<file path="src/rtl/alu_exec_stage.sv">
// Registered ALU execute stage with a 2-entry result buffer and retired-op counter.
// Optional macro ALU_EXT_OPS_EN enables xor (100), sltu (110) and sll (111).
module alu_exec_stage #(
    parameter int XLEN  = 32,
    parameter int CNT_W = 16
) (
    input  logic             clk,
    input  logic             rst_n,
    input  logic             in_valid,
    output logic             in_ready,
    input  logic [2:0]       alu_ctrl,
    input  logic [XLEN-1:0]  src_a,
    input  logic [XLEN-1:0]  src_b,
    output logic             out_valid,
    input  logic             out_ready,
    output logic [XLEN-1:0]  out_result,
    output logic             out_zero,
    output logic             out_illegal,
    output logic [CNT_W-1:0] retired_cnt
);

    localparam int EW = XLEN + 2;
`ifdef ALU_EXT_OPS_EN
    localparam int SHW = $clog2(XLEN);
`endif

    // Entry layout: {illegal, zero, result}; zero is derived from the final result.
    function automatic logic [EW-1:0] alu_compute(
        input logic [2:0]      ctrl,
        input logic [XLEN-1:0] a,
        input logic [XLEN-1:0] b
    );
        logic [XLEN-1:0] res;
        logic            ill;
        res = {XLEN{1'b0}};
        ill = 1'b0;
        case (ctrl)
            3'b000:  res = a + b;
            3'b001:  res = a - b;
            3'b010:  res = a & b;
            3'b011:  res = a | b;
            3'b101:  res = {{(XLEN-1){1'b0}}, ($signed(a) < $signed(b))};
`ifdef ALU_EXT_OPS_EN
            3'b100:  res = a ^ b;
            3'b110:  res = {{(XLEN-1){1'b0}}, (a < b)};
            3'b111:  res = a << b[SHW-1:0];
`endif
            default: begin
                res = {XLEN{1'b0}};
                ill = 1'b1;
            end
        endcase
        return {ill, (res == {XLEN{1'b0}}), res};
    endfunction

    logic [1:0]       count_q, count_d;
    logic [EW-1:0]    head_q, head_d;
    logic [EW-1:0]    tail_q, tail_d;
    logic [CNT_W-1:0] retired_q, retired_d;
    logic             accept_s;
    logic             pop_s;
    logic [EW-1:0]    new_entry_s;

    assign in_ready    = (count_q != 2'd2);
    assign out_valid   = (count_q != 2'd0);
    assign out_result  = head_q[XLEN-1:0];
    assign out_zero    = head_q[XLEN];
    assign out_illegal = head_q[XLEN+1];
    assign retired_cnt = retired_q;

    assign accept_s    = in_valid && in_ready;
    assign pop_s       = out_valid && out_ready;
    assign new_entry_s = alu_compute(alu_ctrl, src_a, src_b);

    // Buffer is a two-slot shift register: head_q is always the entry presented on out_*.
    always_comb begin
        count_d   = count_q;
        head_d    = head_q;
        tail_d    = tail_q;
        retired_d = retired_q;
        if (pop_s) begin
            retired_d = retired_q + {{(CNT_W-1){1'b0}}, 1'b1};
        end else begin
            retired_d = retired_q;
        end
        case ({accept_s, pop_s})
            2'b10: begin
                count_d = count_q + 2'd1;
                if (count_q == 2'd0) begin
                    head_d = new_entry_s;
                end else begin
                    tail_d = new_entry_s;
                end
            end
            2'b01: begin
                count_d = count_q - 2'd1;
                if (count_q == 2'd2) begin
                    head_d = tail_q;
                end else begin
                    head_d = head_q;
                end
            end
            // Accept with pop only happens at count==1 (full blocks accept, empty blocks pop).
            2'b11: begin
                head_d = new_entry_s;
            end
            default: begin
                count_d = count_q;
            end
        endcase
    end

    // State registers with synchronous active-low reset.
    always_ff @(posedge clk) begin
        if (!rst_n) begin
            count_q   <= 2'd0;
            head_q    <= {EW{1'b0}};
            tail_q    <= {EW{1'b0}};
            retired_q <= {CNT_W{1'b0}};
        end else begin
            count_q   <= count_d;
            head_q    <= head_d;
            tail_q    <= tail_d;
            retired_q <= retired_d;
        end
    end

endmodule

</file>
<file path="config.mk">
export PLATFORM = sky130hd
export DESIGN_NAME = alu_exec_stage
export DESIGN_NICKNAME = d
export VERILOG_FILES = /design/src/rtl/alu_exec_stage.sv
export SDC_FILE = /design/constraint.sdc
export NUM_CORES = 1
export LEC_CHECK = 0
export ABC_AREA = 1
export CAP_MARGIN = 20
export CORE_UTILIZATION = 45
export CTS_CLUSTER_SIZE = 40
export DETAILED_ROUTE_END_ITERATION = 10
export GPL_TIMING_DRIVEN = 0
export HOLD_SLACK_MARGIN = 0.12
export PLACE_DENSITY = 0.78
export SYNTH_ARGS = -nofsm -noshare
export SYNTH_HDL_FRONTEND = slang
export SYNTH_SLANG_ARGS = --single-unit
export TNS_END_PERCENT = 10
</file>
<file path="constraint.sdc">
create_clock -name clk -period 2.45 [get_ports clk]
set_clock_uncertainty 0.15 [all_clocks]
set_input_delay 0.49 -clock clk [delete_from_list [all_inputs] [get_ports clk]]
set_output_delay 0.49 -clock clk [all_outputs]
set_load 0.005 [all_outputs]
</file>
# Word level (Yosys, flattened, before mapping)
# Index checks and enable logic that the tools add are counted.
[totals]
output_inout_bits = 52
input_bits = 71
ff_bits = 86
[classes]
n_addsub = 5
n_reduce_logical = 11
n_mux = 6
magnitude_cmp = 1
n_eq_ne = 11
bitwise = 3
[ops]
columns = ["op", "n"]
rows = [
  ["$pmux 32 s5", 1],
  ["$pmux 34 s3", 1],
  ["$mux 34", 2],
  ["$add 32x32->32", 1],
  ["$and 32x32->32", 1],
  ["$logic_not 32->1", 1],
  ["$lt 32x32->1", 1],
  ["$or 32x32->32", 1],
  ["$sub 32x32->32", 1],
  ["$add 16x1->16 const B", 1],
  ["$eq 2x2->1 const B", 3],
  ["$eq 3x2->1 const B", 2],
  ["$ne 2x2->1 const B", 3],
  ["$reduce_or 5->1", 1],
  ["$pmux 2 s2", 1],
  ["$reduce_bool 2->1", 2],
  ["$eq 3x1->1 const B", 1],
  ["$eq 3x3->1 const B", 1],
  ["$logic_not 3->1", 1],
  ["$reduce_and 3->1", 1],
  ["$reduce_bool 3->1", 1],
  ["$add 2x1->2 const B", 1],
  ["$eq 2x1->1 const B", 1],
  ["$logic_and 1x1->1", 2],
  ["5 further kinds", 5],
]

# Depth between registers and ports, before layout
# Gate-level depths: netlist of run 1.
[logic_depth]
ltp_word = 5
mapped_depth = 24
ltp_nobuf = 23

# Least setup slack after synthesis of run 1
# Ideal clock, no wire load.
[synth_timing]
path_kind = "input -> register"
from = "in src_a[0]"
to = "reg head_q[32]"
t_arrival_ns = 2.451
path_slack_ns = -0.218
t_required_ns = 2.233
cell_stages = 19
n_path_buf = 0
path_cell_list = "ha_1 -> fa_1 -> nand3_1 -> nand3_1 -> nand2_1 -> nand2_1 -> nand2_1 -> nand2_1 -> nand2_1 -> nand3_1 -> nand3_1 -> nand3b_1 -> nor2_1 -> nand2_1 -> nor2_2 -> nand3_2 -> nand2_1 -> nand2_1 -> a21oi_2"
[synth_via]
elab_chain_cells = 5
word_cells_on_any_way = 9
cone_classes = "add/sub: 2; order compare: 1; mux: 3; bitwise: 2; reduce/logical: 1"
[synth_rtl]
columns = ["element", "line", "rtl"]
rows = [
  ["start: declaration", "12", "input logic [XLEN-1:0] src_a,"],
  ["$sub 32x32->32, or another cell as far along", "39", "3'b001: res = a - b;"],
  ["$pmux 32 s5 (*)", "37", "case (ctrl)"],
  ["$logic_not 32->1 (*)", "53", "return {ill, (res == {XLEN{1'b0}}), res};"],
  ["$mux 34", "89", "if (count_q == 2'd0) begin"],
  ["$pmux 34 s3 (*)", "86", "case ({accept_s, pop_s})"],
  ["end signal: assignment", "117", "head_q <= {EW{1'b0}};"],
  ["end: declaration", "57", "logic [EW-1:0] head_q, head_d;"],
]
# Mark *: on every way between the ends. The rest lies on a longest branch, timed or not. The select of a mux whose other input is x is not followed.
# A chain may end at the register's enable or synchronous reset.

# Final worst setup path of run 1
[layout_timing]
from = "in src_a[10]"
to = "reg head_q[32]"
# Same word-level chain as after synthesis.

==> results.yml, run 1 <==
floorplanning:
  core_um2: 22700
  die_h_um: 154
  initial_core_util_pct: 46.0
  fp.dieW_um: 154
  ioPinCount: 123
  row_count: 55
  die_area_um2: 23800
final_layout:
  ff_latch_area_um2: 1720
  area_growth_pct: 46.8
  finalNonFillerCells: 2358
  n_fill_cell: 1984
  antenna_cells: 0
  drive_gt1_share_pct: 35.7
  nets: 2251
  multi_input_area_um2: 8770
yosys:
  synth_seq_cells: 86
  seq_area_frac_synth_pct: 16.5
  synth_top_area_share_pct: 17.6
  netlist_instances: 1827
  ys_async_sr_fraction_pct: 0
  syn_nets: 2010
  netlist_area_um2: 10400
  ys.flop_type: "dfxtp_1"
  netlist_top_cells_area: "nand2_1, dfxtp_1, inv_1"
  avgSynthCellArea_um2: 5.72
  synth_edf_count: 0
  synthDistinctLibCells: 43
  synth_warnings: 0
  yosysTopAreaCell: "nand2_1"
min_path:
  hold_start: "retired_cnt[15]"
  hold_end: "retired_cnt[15]"
  hp-class: "reg -> reg"
  holdPathStages: 1
timing:
  rsz0062_at_grt: "true"
  worst_slack_ps: -279
  post-route-min-period_ps: 2730
  holdWs_ps: 308
  fmax_ghz: 0.366
  hold_viol: 0
  worst_pin_slew_ps: 617
  maxSlewHeadroom_pct: 58.9
  finalSetupViolations: 13
  slew_viol_final: 0
  fin_crit_sh_pct: 111
cts:
  path_clk_slew_ps: 60
  cts_buffers: 9
  cts_max_path_buffers: 2
  clock_sinks: 86
  h-tree-depth: 3
  cts_tree: "built"
  clk_latency_ps: 340
  cts_root_buffer: "clkbuf_16"
place:
  dp_cells: 2234
  port_buffers: 122
  gp_congestion: 1.00
  hpwl_um: 28700
critical_path:
  cpMostUsedCell: "nand2_1"
  cp_cell_sequence: "clkdlybuf4s15_2 -> inv_2 -> ha_4 -> nand2_2 -> nor2_2 -> nand3_1 -> nand3_2 -> nand2_1 -> nand3_1 -> nand2_1 -> nor2_2 -> nand2_1 -> nor2_1 -> nand3_1 -> nor2_4 -> nand3_2 -> nand2_1 -> nand2_1 -> a21oi_2"
  cp_data_required_time_ps: 2570
  r2r_end: "head_q[18]"
  crit_fanout: 8
  critical_path.max_stage_delay_ps: 360
  end_kind: "register"
  reg2reg_slack_ps: 140
  crit_buf_inv: 2
  cp_slowest_cell: "ha_4"
  arrival_ps: 2850
  crit_type: "in -> reg"
  r2r-start: "count_q[0]"
  r2r_cells: 13
  cp_top_family: "simple AND/OR/NAND/NOR gates"
  start_kind: "input port"
route:
  ant_nets: 0
  vias: 12600
  drt-initial-drc-count: 937
  wl_per_cell_um: 16.2
  wl_um: 38300
  drcViolationCount: 0
  vias_per_cell: 5.33
  dr.pass1.iters: 5
status:
  status: "finished, violations left"
  violations: "negative setup slack"
power:
  vdd_drop_max_v: 0.000430
  p_leak_nw: 7.80
  powerDensity_nw_per_um2: 462
grt:
  grt_pass1_vias: 11800
  grt_pass1_wl_um: 59100
  grt_overflow: 0
  grt.total_usage_pct: 31.0
  grt_max_degree: 15
  antenna_found_initial: 0
job:
  cap_violations: 0
==> cell usage after synthesis (4+ instances only) <==
cell type and number:
a21oi_1 152, a21oi_2 4, and2_1 4, buf_1 5, buf_2 11, buf_4 9, buf_6 15, clkbuf_1 24
dfxtp_1 86, ha_1 110, inv_1 402, inv_2 11, nand2_1 489, nand2_2 18, nand3_1 121, nand3_2 11
nand3b_1 9, nand4_1 17, nor2_1 113, nor2_2 24, nor2_4 4, nor3_1 17, nor3_2 7, o211ai_1 4
o21ai_0 104, o21bai_1 4, o22ai_1 24
==> worst register-to-register path, stage by stage (launching register included) <==
cell and delay (ps):
dfxtp_1 330, inv_2 110, nand2_1 80, nand2_1 150, inv_1 80, ha_1 210, nand2_4 130, inv_4 80
a21oi_2 140, inv_1 90, clkbuf_2 200, a21oi_1 260, o21ai_4 100, a21oi_2 130
==> per-layer routing <==
metal	global-route usage (%)	part of all wire, %	vias up
met5	0	0	-
met4	9.52	2.9	0
met3	4.03	7.1	83
met2	54.2	48	568
met1	39.6	42	5784
li1	-	-	6138
==> kinds of logic (layout without fill, tap and decap cells) <==
logic type               Yosys count  in the layout  synth area share, %
adder cells (fa/ha/maj)          112            112                 13.6
AND/OR/NAND/NOR                  844            844                 35.7
XOR/XNOR                           1              1               0.0839
flip-flops                        86             86                 16.5
buffers and inverters            481            727                 18.8
AO/OA/AOI/OAI                    303            303                 15.4
==> flip-flops by register name (all words and copies together), names as in the netlist <==
name and flops:
retired_cnt 16, count_q 2, tail_q 34, head_q 34
==> how the worst max path moves through the flow <==
stage	start	to	slack [ps]	depth (start not counted)
2_1_floorplan	src_a[0]	head_q[32]	-80	21
4_1_cts	src_a[0]	head_q[32]	-200	22
3_5_place_dp	src_a[11]	head_q[32]	-1290	20
3_3_place_gp	src_a[11]	head_q[32]	-1260	20
5_1_grt	src_b[0]	head_q[32]	-440	20
6_report	src_a[10]	head_q[32]	-280	19
==> final cells by class <==
| cell class | count | area share (%) |
|---|---|---|
| inverter | 415 | 10.6 |
| sequential | 86 | 11.2 |
| tap | 285 | 2.33 |
| buffer | 55 | 2.95 |
| clock inverter | 4 | 0.359 |
| multi-input combinational | 1260 | 57.2 |
| clock buffer | 12 | 1.67 |
| timing repair buffer | 241 | 13.7 |
==> repair_timing <==
item | 4_1_cts | 5_1_grt
pin swaps | 153 | 133
setup endpoints to repair | 64 | 54
hold buffers | 0 | 0
resized for setup | 621 | 298
buffers inserted | 86 | 35
gates cloned | 1 | 0
==> per-stage QoR <==
stage	setup WS (ps)	cell area (um^2)	setup TNS (ps)	util [%]	total power, mW
final	-279	15300	-1010	67.5	7.09
after global routing	-441	15300	-4350	67.5	7.52
after CTS	-203	14400	-726	63.3	6.67
after detailed placement	-1290	12000	-50490	53.0	4.66
after global placement	-1260	12000	-47460	53.0	4.60
after floorplan	-83.8	10500	-83.8	-	3.64
==> cells in the final DEF, fill, tap and decap left out, drive strengths merged, types with 3 or more instances in the layout <==
cell type	netlist	routed
ha	110	110
clkdlybuf4s50	0	55
o22ai	24	24
a21oi	156	156
dlygate4sd2	0	12
nand2	509	509
dfxtp	86	86
nand4	17	17
and2	4	4
and3	3	3
clkinv	2	3
nand3	132	132
inv	413	413
buf	40	175
clkbuf	26	48
nor3	24	24
o21ai	107	107
a31oi	3	3
nand3b	10	10
o211ai	4	4
dlymetal6s2s	0	4
clkdlybuf4s15	0	14
or2	3	3
nor2	141	141
o21bai	4	4
==> where the power goes <==
| group | leakage, nW | switching, mW | internal, mW |
|---|---|---|---|
| sequential | 0.702 | 0.119 | 1.66 |
| clock | 0.149 | 0.561 | 0.850 |
| combinational | 6.95 | 2.34 | 1.57 |
No activity file was read; power rests on OpenSTA's default activity.
==> run 2: changes to the inputs <==
--- a/config.mk
+++ b/config.mk
@@ -13,6 +13,7 @@
 export GPL_TIMING_DRIVEN = 0
 export HOLD_SLACK_MARGIN = 0.12
 export PLACE_DENSITY = 0.78
+export SKIP_LAST_GASP = 1
 export SYNTH_ARGS = -nofsm -noshare
 export SYNTH_HDL_FRONTEND = slang
 export SYNTH_SLANG_ARGS = --single-unit
==> run 2 against run 1 <==
Effect of this change:
- the run still ends with negative setup slack left
- sequential share of layout area grew 0.31 points
- maximum frequency down 0.76%
- worst hold slack got worse by 0.65 ps
- largest cell class unchanged
- highest routed layer unchanged
==> results.yml, run 2 (synthesis results as in run 1) <==
status:
  status: "finished, violations left"
  violations: "negative setup slack"
critical_path:
  cp_slowest_cell: "ha_4"
  end_kind: "register"
  critical_path.max_stage_delay_ps: 270
  cp-startpoint: "src_b[25]"
  start_kind: "input port"
  r2r_end: "retired_cnt[14]"
  cp_cell_sequence: "clkdlybuf4s15_2 -> inv_1 -> ha_4 -> buf_6 -> inv_4 -> nand2_1 -> nand2_2 -> nand2_1 -> nand2_2 -> nand2_1 -> nand2_2 -> a21oi_4 -> nand3_2 -> nand3_2 -> nand2_2 -> nor2_2 -> nand3_2 -> nor2_2 -> nand3_2 -> nand2_1 -> nand2_1 -> a21oi_2"
  crit_buf_inv: 4
  r2r-start: "retired_cnt[1]"
  r2r_cells: 12
  arrival_ps: 2870
  path_depth: 22
  reg2reg_slack_ps: 60
  crit_fanout: 7
  crit_type: "in -> reg"
  cpMostUsedCell: "nand2_1"
  cp_top_family: "simple AND/OR/NAND/NOR gates"
  cp_data_required_time_ps: 2570
grt:
  use_met2_pct: 54.0
  met1_usage_pct: 39.3
  antenna_found_initial: 0
  grt_max_degree: 15
  grt_pass1_wl_um: 58900
  grt_pass1_vias: 11800
  grt_overflow: 0
  busiest_layer: "met2"
  grt.total_usage_pct: 30.9
  met3_usage_pct: 4.26
cts:
  cts_root_buffer: "clkbuf_16"
  h-tree-depth: 3
  cts_tree: "built"
  hold_buffers: 0
  clk_latency_ps: 340
  clock_sinks: 86
  path_clk_slew_ps: 60
  cts_buffers: 9
  cts_max_path_buffers: 2
final_layout:
  multi_input_area_um2: 8540
  n_fill_cell: 2079
  final_common_cell: "nand2_1"
  ff_latch_area_um2: 1720
  nets: 2248
  postLayoutCellArea_um2: 14900
  drive_gt1_share_pct: 33.2
  antenna_cells: 0
  area_growth_pct: 42.9
  final_cell_mix: "nand2_1, inv_1, a21oi_1"
  finalNonFillerCells: 2355
route:
  ant_nets: 0
  wl_per_cell_um: 16.2
  vias: 12500
  drcViolationCount: 0
  wl_um: 38200
  drt-initial-drc-count: 836
  vias_per_cell: 5.31
  dr.pass1.iters: 6
timing:
  post-route-min-period_ps: 2750
  worst_slack_ps: -300
  finalSetupViolations: 30
  worst_pin_slew_ps: 577
  maxSlewHeadroom_pct: 61.5
  hold_viol: 0
  fmax_ghz: 0.364
  slew_viol_final: 0
  rsz0062_at_grt: "true"
  fin_crit_sh_pct: 112
power:
  vdd_drop_max_v: 0.000427
  powerDensity_nw_per_um2: 466
  p_leak_nw: 7.60
place:
  gp_congestion: 1.00
  dp_cells: 2234
  post_dp_cell_area_um2: 12000
  port_buffers: 122
  hpwl_um: 28700
job:
  cap_violations: 0
floorplanning:
  die_h_um: 154
  die_area_um2: 23800
  fp.dieW_um: 154
  ioPinCount: 123
  initial_core_util_pct: 46.0
  row_count: 55
  core_um2: 22700
min_path:
  hold_end: "retired_cnt[15]"
  hold_start: "retired_cnt[15]"
  holdPathStages: 1
  hp-class: "reg -> reg"
run 2: cell type report:
type / instances / share of cell area, %
multi-input combinational: 1260 / 57.2
timing repair buffer: 238 / 13.2
tap: 285 / 2.39
clock buffer: 12 / 1.72
inverter: 415 / 10.8
clock inverter: 4 / 0.369
buffer: 55 / 2.82
sequential: 86 / 11.5
run 2: what timing repair did:
| action | 4_1_cts | 5_1_grt |
|---|---|---|
| setup endpoints to repair | 64 | 58 |
| buffers inserted | 86 | 32 |
| cloned | 1 | 0 |
| resized for setup | 599 | 178 |
| pin swaps | 153 | 119 |
run 2: worst max path at each step:
| stage | slack [ps] | endpoint |
|---|---|---|
| 6_report | -300 | head_q[32] |
| 5_1_grt | -430 | head_q[32] |
| 4_1_cts | -200 | head_q[32] |
| 3_5_place_dp | -1290 | head_q[32] |
| 3_3_place_gp | -1260 | head_q[32] |
| 2_1_floorplan | -80 | head_q[32] |
run 2: per-stage QoR:
stage / setup TNS (ps) / setup slack (ps) / power, mW / hold WS, ps / utilization (%)
4_1_cts: -1460 / -203 / 6.64 / 310 / 63.1
6_report: -2520 / -300 / 6.95 / 307 / 65.7
3_5_place_dp: -50490 / -1290 / 4.66 / 300 / 53.0
2_1_floorplan: -83.8 / -83.8 / 3.64 / 296 / -
3_3_place_gp: -47460 / -1260 / 4.60 / 287 / 53.0
5_1_grt: -8670 / -426 / 7.38 / 329 / 65.7
run 2: power by group:
part	switching (mW)	internal, mW	leakage [nW]
combinational	2.27	1.49	6.75
sequential	0.120	1.66	0.702
clock	0.558	0.849	0.149
total	2.95	4.00	7.60
run 2: worst reg2reg max path: cells and delay by family, from the launching register on:
kind / cells / cell delay, ps
and+or+nand+nor: 6 / 1120
buffers and inverters: 3 / 240
AOI/OAI and AO/OA: 2 / 180
DFF: 1 / 410
adders and majority gates: 1 / 180
run 2: metal layers:
metal / wire, um / up-vias
li1: - / 6125
met1: 16100 / 5799
met2: 18300 / 522
met3: 2670 / 64
met4: 1070 / 0
met5: 0 / -
